File: config.mk
export PLATFORM = sky130hd
export DESIGN_NAME = fetch_queue
export DESIGN_NICKNAME = d
export VERILOG_FILES = /design/src/rtl/fetch_pkg.sv /design/src/rtl/fetch_ring.sv /design/src/rtl/fetch_queue.sv
export SDC_FILE = /design/constraint.sdc
export NUM_CORES = 1
export LEC_CHECK = 0
export CORE_MARGIN = 1
export CORE_UTILIZATION = 50
export DETAILED_ROUTE_END_ITERATION = 10
export GPL_ROUTABILITY_DRIVEN = 1
export PLACE_DENSITY = 0.8
export SYNTH_ARGS = -nofsm -noshare
export SYNTH_HDL_FRONTEND = slang
export SYNTH_SLANG_ARGS = --single-unit
File: constraint.sdc
create_clock -name clk -period 7.71 [get_ports clk]
set_clock_uncertainty 0.05 [all_clocks]
set_input_delay 0.771 -clock clk [delete_from_list [all_inputs] [get_ports clk]]
set_output_delay 0.771 -clock clk [all_outputs]
set_load 0.02 [all_outputs]
File: src/rtl/fetch_pkg.sv
// Shared types and defaults for the instruction fetch queue.
package fetch_pkg;

  localparam int FETCH_QUEUE_DEPTH = 4;
  localparam int FETCH_ENTRY_AW    = 32;
  localparam int FETCH_ENTRY_DW    = 32;

  localparam logic [31:0] DEFAULT_IMEM_BASE_ADDR = 32'h0100_0000;

  typedef struct packed {
    logic [FETCH_ENTRY_AW-1:0] pc;
    logic [FETCH_ENTRY_DW-1:0] insn;
    logic                      filled;
  } fetch_entry_t;

endpackage

File: src/rtl/fetch_ring.sv
// Entry storage for the fetch queue: allocate at grant, fill in order, pop at head.
module fetch_ring
  import fetch_pkg::*;
#(
  parameter int AWIDTH = 32,
  parameter int DWIDTH = 32,
  parameter int DEPTH  = FETCH_QUEUE_DEPTH,
  localparam int PTR_W = $clog2(DEPTH) + 1,
  localparam int IDX_W = $clog2(DEPTH)
) (
  input  logic              clk,
  input  logic              rst,
  input  logic              flush,
  input  logic              alloc_en,
  input  logic [AWIDTH-1:0] alloc_pc,
  input  logic              fill_en,
  input  logic [DWIDTH-1:0] fill_insn,
  input  logic              pop_en,
  output logic              head_valid,
  output logic [AWIDTH-1:0] head_pc,
  output logic [DWIDTH-1:0] head_insn,
  output logic [PTR_W-1:0]  alloc_cnt,
  output logic [PTR_W-1:0]  unfilled_cnt
);

  fetch_entry_t     mem [DEPTH];
  fetch_entry_t     head;
  logic [PTR_W-1:0] wptr;
  logic [PTR_W-1:0] fptr;
  logic [PTR_W-1:0] rptr;

  // Pointers carry one extra bit so full and empty differ only in the MSB.
  always_ff @(posedge clk) begin
    if (rst || flush) begin
      wptr <= '0;
      fptr <= '0;
      rptr <= '0;
    end else begin
      if (alloc_en) wptr <= wptr + 1'b1;
      if (fill_en)  fptr <= fptr + 1'b1;
      if (pop_en)   rptr <= rptr + 1'b1;
    end
  end

  always_ff @(posedge clk) begin
    if (alloc_en && !flush) begin
      mem[wptr[IDX_W-1:0]] <= '{pc: FETCH_ENTRY_AW'(alloc_pc), insn: '0, filled: 1'b0};
    end
    if (fill_en && !flush) begin
      mem[fptr[IDX_W-1:0]].insn   <= FETCH_ENTRY_DW'(fill_insn);
      mem[fptr[IDX_W-1:0]].filled <= 1'b1;
    end
  end

  always_comb begin
    head         = mem[rptr[IDX_W-1:0]];
    head_valid   = (wptr != rptr) && head.filled;
    head_pc      = AWIDTH'(head.pc);
    head_insn    = DWIDTH'(head.insn);
    alloc_cnt    = wptr - rptr;
    unfilled_cnt = wptr - fptr;
  end

endmodule

File: src/rtl/fetch_queue.sv
// In-order instruction fetch queue with redirect flush and response dropping.
// Optional perf counters are built when FETCH_PERF_EN is defined.
module fetch_queue
  import fetch_pkg::*;
#(
  parameter int                AWIDTH         = 32,
  parameter int                DWIDTH         = 32,
  parameter logic [AWIDTH-1:0] IMEM_BASE_ADDR = AWIDTH'(DEFAULT_IMEM_BASE_ADDR),
  parameter int                DEPTH          = FETCH_QUEUE_DEPTH
) (
  input  logic              clk,
  input  logic              rst,
  output logic              imem_req_o,
  output logic [AWIDTH-1:0] imem_addr_o,
  input  logic              imem_gnt_i,
  input  logic              imem_rvalid_i,
  input  logic [DWIDTH-1:0] imem_rdata_i,
  input  logic              redirect_i,
  input  logic [AWIDTH-1:0] redirect_pc_i,
  output logic              ins_valid_o,
  input  logic              ins_ready_i,
  output logic [AWIDTH-1:0] pc_o,
  output logic [DWIDTH-1:0] insn_o
`ifdef FETCH_PERF_EN
  ,
  output logic [31:0]       fetch_cnt_o,
  output logic [31:0]       stall_cnt_o
`endif
);

  localparam int               PTR_W   = $clog2(DEPTH) + 1;
  localparam logic [PTR_W-1:0] DEPTH_L = PTR_W'(DEPTH);

  logic [AWIDTH-1:0] fetch_pc;
  logic [PTR_W-1:0]  drop_cnt;
  logic [PTR_W-1:0]  drop_next;
  logic [PTR_W-1:0]  pending;
  logic [PTR_W-1:0]  alloc_cnt;
  logic [PTR_W-1:0]  unfilled_cnt;
  logic              head_valid;
  logic [AWIDTH-1:0] head_pc;
  logic [DWIDTH-1:0] head_insn;
  logic              grant;
  logic              pop;
  logic              fill_en;

  // Allocated entries plus responses still owed to flushed requests bound the in-flight window.
  always_comb begin
    imem_req_o  = !rst && !redirect_i && ((alloc_cnt + drop_cnt) < DEPTH_L);
    imem_addr_o = fetch_pc;
    ins_valid_o = !rst && !redirect_i && head_valid;
    pc_o        = ins_valid_o ? head_pc   : '0;
    insn_o      = ins_valid_o ? head_insn : '0;
    grant       = imem_req_o && imem_gnt_i;
    pop         = ins_valid_o && ins_ready_i;
    fill_en     = !rst && !redirect_i && imem_rvalid_i &&
                  (drop_cnt == '0) && (unfilled_cnt != '0);
    pending     = drop_cnt + unfilled_cnt;
    drop_next   = (imem_rvalid_i && (pending != '0)) ? pending - 1'b1 : pending;
  end

  always_ff @(posedge clk) begin
    if (rst) begin
      fetch_pc <= IMEM_BASE_ADDR;
      drop_cnt <= '0;
    end else if (redirect_i) begin
      fetch_pc <= redirect_pc_i & ~AWIDTH'(3);
      drop_cnt <= drop_next;
    end else begin
      if (grant) fetch_pc <= fetch_pc + AWIDTH'(4);
      if (imem_rvalid_i && (drop_cnt != '0)) drop_cnt <= drop_cnt - 1'b1;
    end
  end

  fetch_ring #(
    .AWIDTH (AWIDTH),
    .DWIDTH (DWIDTH),
    .DEPTH  (DEPTH)
  ) u_ring (
    .clk          (clk),
    .rst          (rst),
    .flush        (redirect_i),
    .alloc_en     (grant),
    .alloc_pc     (fetch_pc),
    .fill_en      (fill_en),
    .fill_insn    (imem_rdata_i),
    .pop_en       (pop),
    .head_valid   (head_valid),
    .head_pc      (head_pc),
    .head_insn    (head_insn),
    .alloc_cnt    (alloc_cnt),
    .unfilled_cnt (unfilled_cnt)
  );

`ifdef FETCH_PERF_EN
  always_ff @(posedge clk) begin
    if (rst) begin
      fetch_cnt_o <= '0;
      stall_cnt_o <= '0;
    end else begin
      if (pop) fetch_cnt_o <= fetch_cnt_o + 32'd1;
      if (ins_ready_i && !ins_valid_o) stall_cnt_o <= stall_cnt_o + 32'd1;
    end
  end
`endif

endmodule
==> flow_summary.yaml <==
floorplan:
  coreArea_sq_um: 26100
  fp.dieH_microns: 165
  num_rows: 59
  die_area_sq_um: 27300
  die_w_microns: 165
  ios: 168
  start_util_pct: 51.1
layout:
  final_nets: 1155
  area_growth_pct: 21.6
  fill_cells: 1893
  diodes: 0
  final_cells: 1423
  final_layout_size_suffix_gt1_share_pct: 13.1
  utilization_pct: 62.1
detailed_routing:
  finalWirelength_mm: 30.1
  drt_iter0_markers: 664
  drc: 0
  first_pass_iters: 5
  drt-wirelength-per-cell_microns: 21.1
  viasPerCell: 5.86
  vias: 8344
  detail-route-antenna-nets: 0
worst_setup_path:
  crit-reg2reg-capture: "imem_addr_o[15]"
  cp_top_family: "buffers and inverters"
  crit_start: "redirect_i"
  critPathLaunchType: "input pin"
  path_depth: 7
  reg2reg_slack_ps: 4300
  path_buf_inv: 4
  worstPathMaxFanout: 46
  max_stage_delay_ps: 620
  r2r_cells: 10
  crit_end: "insn_o[8]"
  worstPathRequired_ps: 6890
  r2r_start: "u_ring.wptr[1]"
  cp-end-kind: "output port"
  crit_slowest_cell: "clkdlybuf4s50_1"
  worstSetupPathType: "in2out"
  cp_data_arrival_time_ps: 3510
  cp_cell_sequence: "clkdlybuf4s50_1, buf_4, nor2_1, o311a_2, buf_4, and2_1, clkdlybuf4s50_1"
sta:
  fin_crit_ps: 4330
  setup_viol: 0
  hold_viol: 0
  rsz0062_at_grt: "false"
  tns_ps: 0
  period_share_pct: 56.2
  worst_pin_slew_ps: 978
  fmax_mhz: 231
  hold_ws_ps: 406
  maxSlewViolCount: 0
  maxSlewHeadroom_pct: 32.9
clock_network:
  cts_root_buf: "clkbuf_16"
  numClockSinks: 296
  holdBufCountCts: 0
  h-tree-depth: 1
  post-cts-setup-buffer-count: 0
  insertion_delay_ps: 560
  path_clk_slew_ps: 60
  postCtsResizedCells: 0
  cts_buffers: 30
  cts_tree: "done"
  cts_buffer_depth: 3
global_route:
  grt_overflow: 0
  grt_antenna_before_repair: 1
  grt.total_usage_pct: 22.2
  grt_pass1_wl_mm: 46.1
  grt_max_degree: 84
  grt_pass1_vias: 8438
synth:
  yosys.area.top_type: "edfxtp_1"
  ys_seq_area_share_pct: 63.2
  synth_most_common_cell: "edfxtp_1"
  synth_cell_types: 59
  synth_edf_count: 248
  avgSynthCellArea_sq_um: 14.5
  synthTopCellsByCount: "edfxtp_1 (248), and3_1 (129), and2_1 (67)"
  synth_compound_area_share_pct: 4.66
  muxShareOfSynthArea_pct: 11.3
  synthAdderAreaFrac_pct: 2.14
  synth_top_area_share_pct: 55.9
  synthSimpleGateAreaFrac_pct: 14.4
  ys_ff_latch: 296
  synth_top_family_by_area: "simple AND/OR/NAND/NOR gates"
  synth_xor_area_share_pct: 1.41
  synth-async-reset-ratio_pct: 0
  synth-main-ff-cell: "edfxtp_1"
  yosys_warnings: 0
  synthTopCellsByArea: "edfxtp_1 (56%), mux4_2 (11%), dfxtp_1 (7.2%)"
  syn_inst: 917
  syn_area_sq_um: 13300
job:
  cap_violations: 0
placed_design:
  place_congestion: 0.779
  hpwlAfterDp_mm: 18.0
  post-place-cells: 1367
  port_buffers: 161
power_and_ir_drop:
  peakVddDrop_uv: 255
  p_per_area_nw_per_um2: 218
  p_leak_nw: 5.82
status:
  outcome: "complete, no violations"
worst_hold_path:
  min_path_type: "reg2reg"
  whs_path_depth: 1
==> placed cells by master (no fill, tap or decap), types with 5 or more instances in the layout <==
cell             netlist  final
a21o_1                 8      8
a21oi_1                8      8
a311oi_1               9      9
a31oi_1               18     18
and2_1                67     67
and3_1               129    129
buf_4                  4     20
clkbuf_1              53      7
clkbuf_16              0     30
clkdlybuf4s50_1        0    161
clkinv_1               1      9
dfxtp_1               48     46
edfxtp_1             248    248
ha_1                  18     18
inv_1                 26     22
mux4_2                63     63
nand2_1               48     48
nand3_1               13     13
nand4_1                8      8
nor2_1                25     25
o211ai_1              10     10
o31ai_1                5      5
or3_1                 17     17
or4_1                  6      6
xnor2_1                8      8
==> worst min path at each step <==
stage / startpoint / to / slack [ps]
after floorplan: u_ring.mem[2][0] / u_ring.mem[2][0] / 370
after global placement: u_ring.mem[2][0] / u_ring.mem[2][0] / 380
after detailed placement: u_ring.mem[3][0] / u_ring.mem[3][0] / 390
after CTS: u_ring.mem[3][0] / u_ring.mem[3][0] / 410
after global routing: u_ring.mem[1][0] / u_ring.mem[1][0] / 420
final: u_ring.mem[3][0] / u_ring.mem[3][0] / 410
==> cell type report <==
type                    instances  area, sq um  area share (%)
flip-flops and latches        296         8410            52.0
inverters                      27          101           0.626
clock inverters                16          151           0.935
well taps                     335          419            2.59
multi-input cells             528         4530            28.0
repair buffers                181         1760            10.9
clock buffers                  40          818            5.05
==> metal layers <==
metal / track usage, % / routed length [microns] / share of wire (%)
met5: 0 / 0 / 0
met4: 6.30 / 685 / 2.3
met3: 3.75 / 2110 / 7.0
met2: 38.9 / 15500 / 51
met1: 28.5 / 11800 / 39
==> worst register-to-register path, cell delays in order (launching register included) <==
cell and delay [ps]:
dfxtp_1 480, inv_1 150, fa_1 500, inv_1 40, ha_1 300, and3b_1 190
o211a_1 230, mux2i_2 500, buf_4 350, o31ai_1 150, a311oi_1 360
==> stage by stage <==
| step | power, mW | instance area [sq um] | setup WS (ps) |
|---|---|---|---|
| final | 3.52 | 16200 | 3380 |
| after global routing | 3.63 | 16200 | 3180 |
| after CTS | 3.54 | 16200 | 3310 |
| after detailed placement | 2.14 | 15200 | 3380 |
| after global placement | 2.13 | 15200 | 3420 |
| after floorplan | 2.01 | 13300 | 4350 |
==> logic make-up after synthesis <==
logic type | Yosys count
AND/OR/NAND/NOR | 334
XOR/XNOR | 16
buffers and inverters | 96
AO/OA/AOI/OAI | 83
flip-flops | 296
adder cells (fa/ha/maj) | 21
multiplexers | 70
other | 1
==> sequential cells by signal, indices dropped and copies added (netlist names), named ones only <==
name	cells
drop_cnt	3
imem_addr_o	30
u_ring.fptr	3
u_ring.mem	252
u_ring.rptr	3
u_ring.wptr	3
==> where the power goes <==
| part | switching (mW) | internal, mW |
|---|---|---|
| Sequential | 0.0379 | 1.77 |
| Clock | 0.602 | 0.815 |
| Combinational | 0.161 | 0.137 |
| Total | 0.801 | 2.72 |
(Power assumes the default switching activity.)
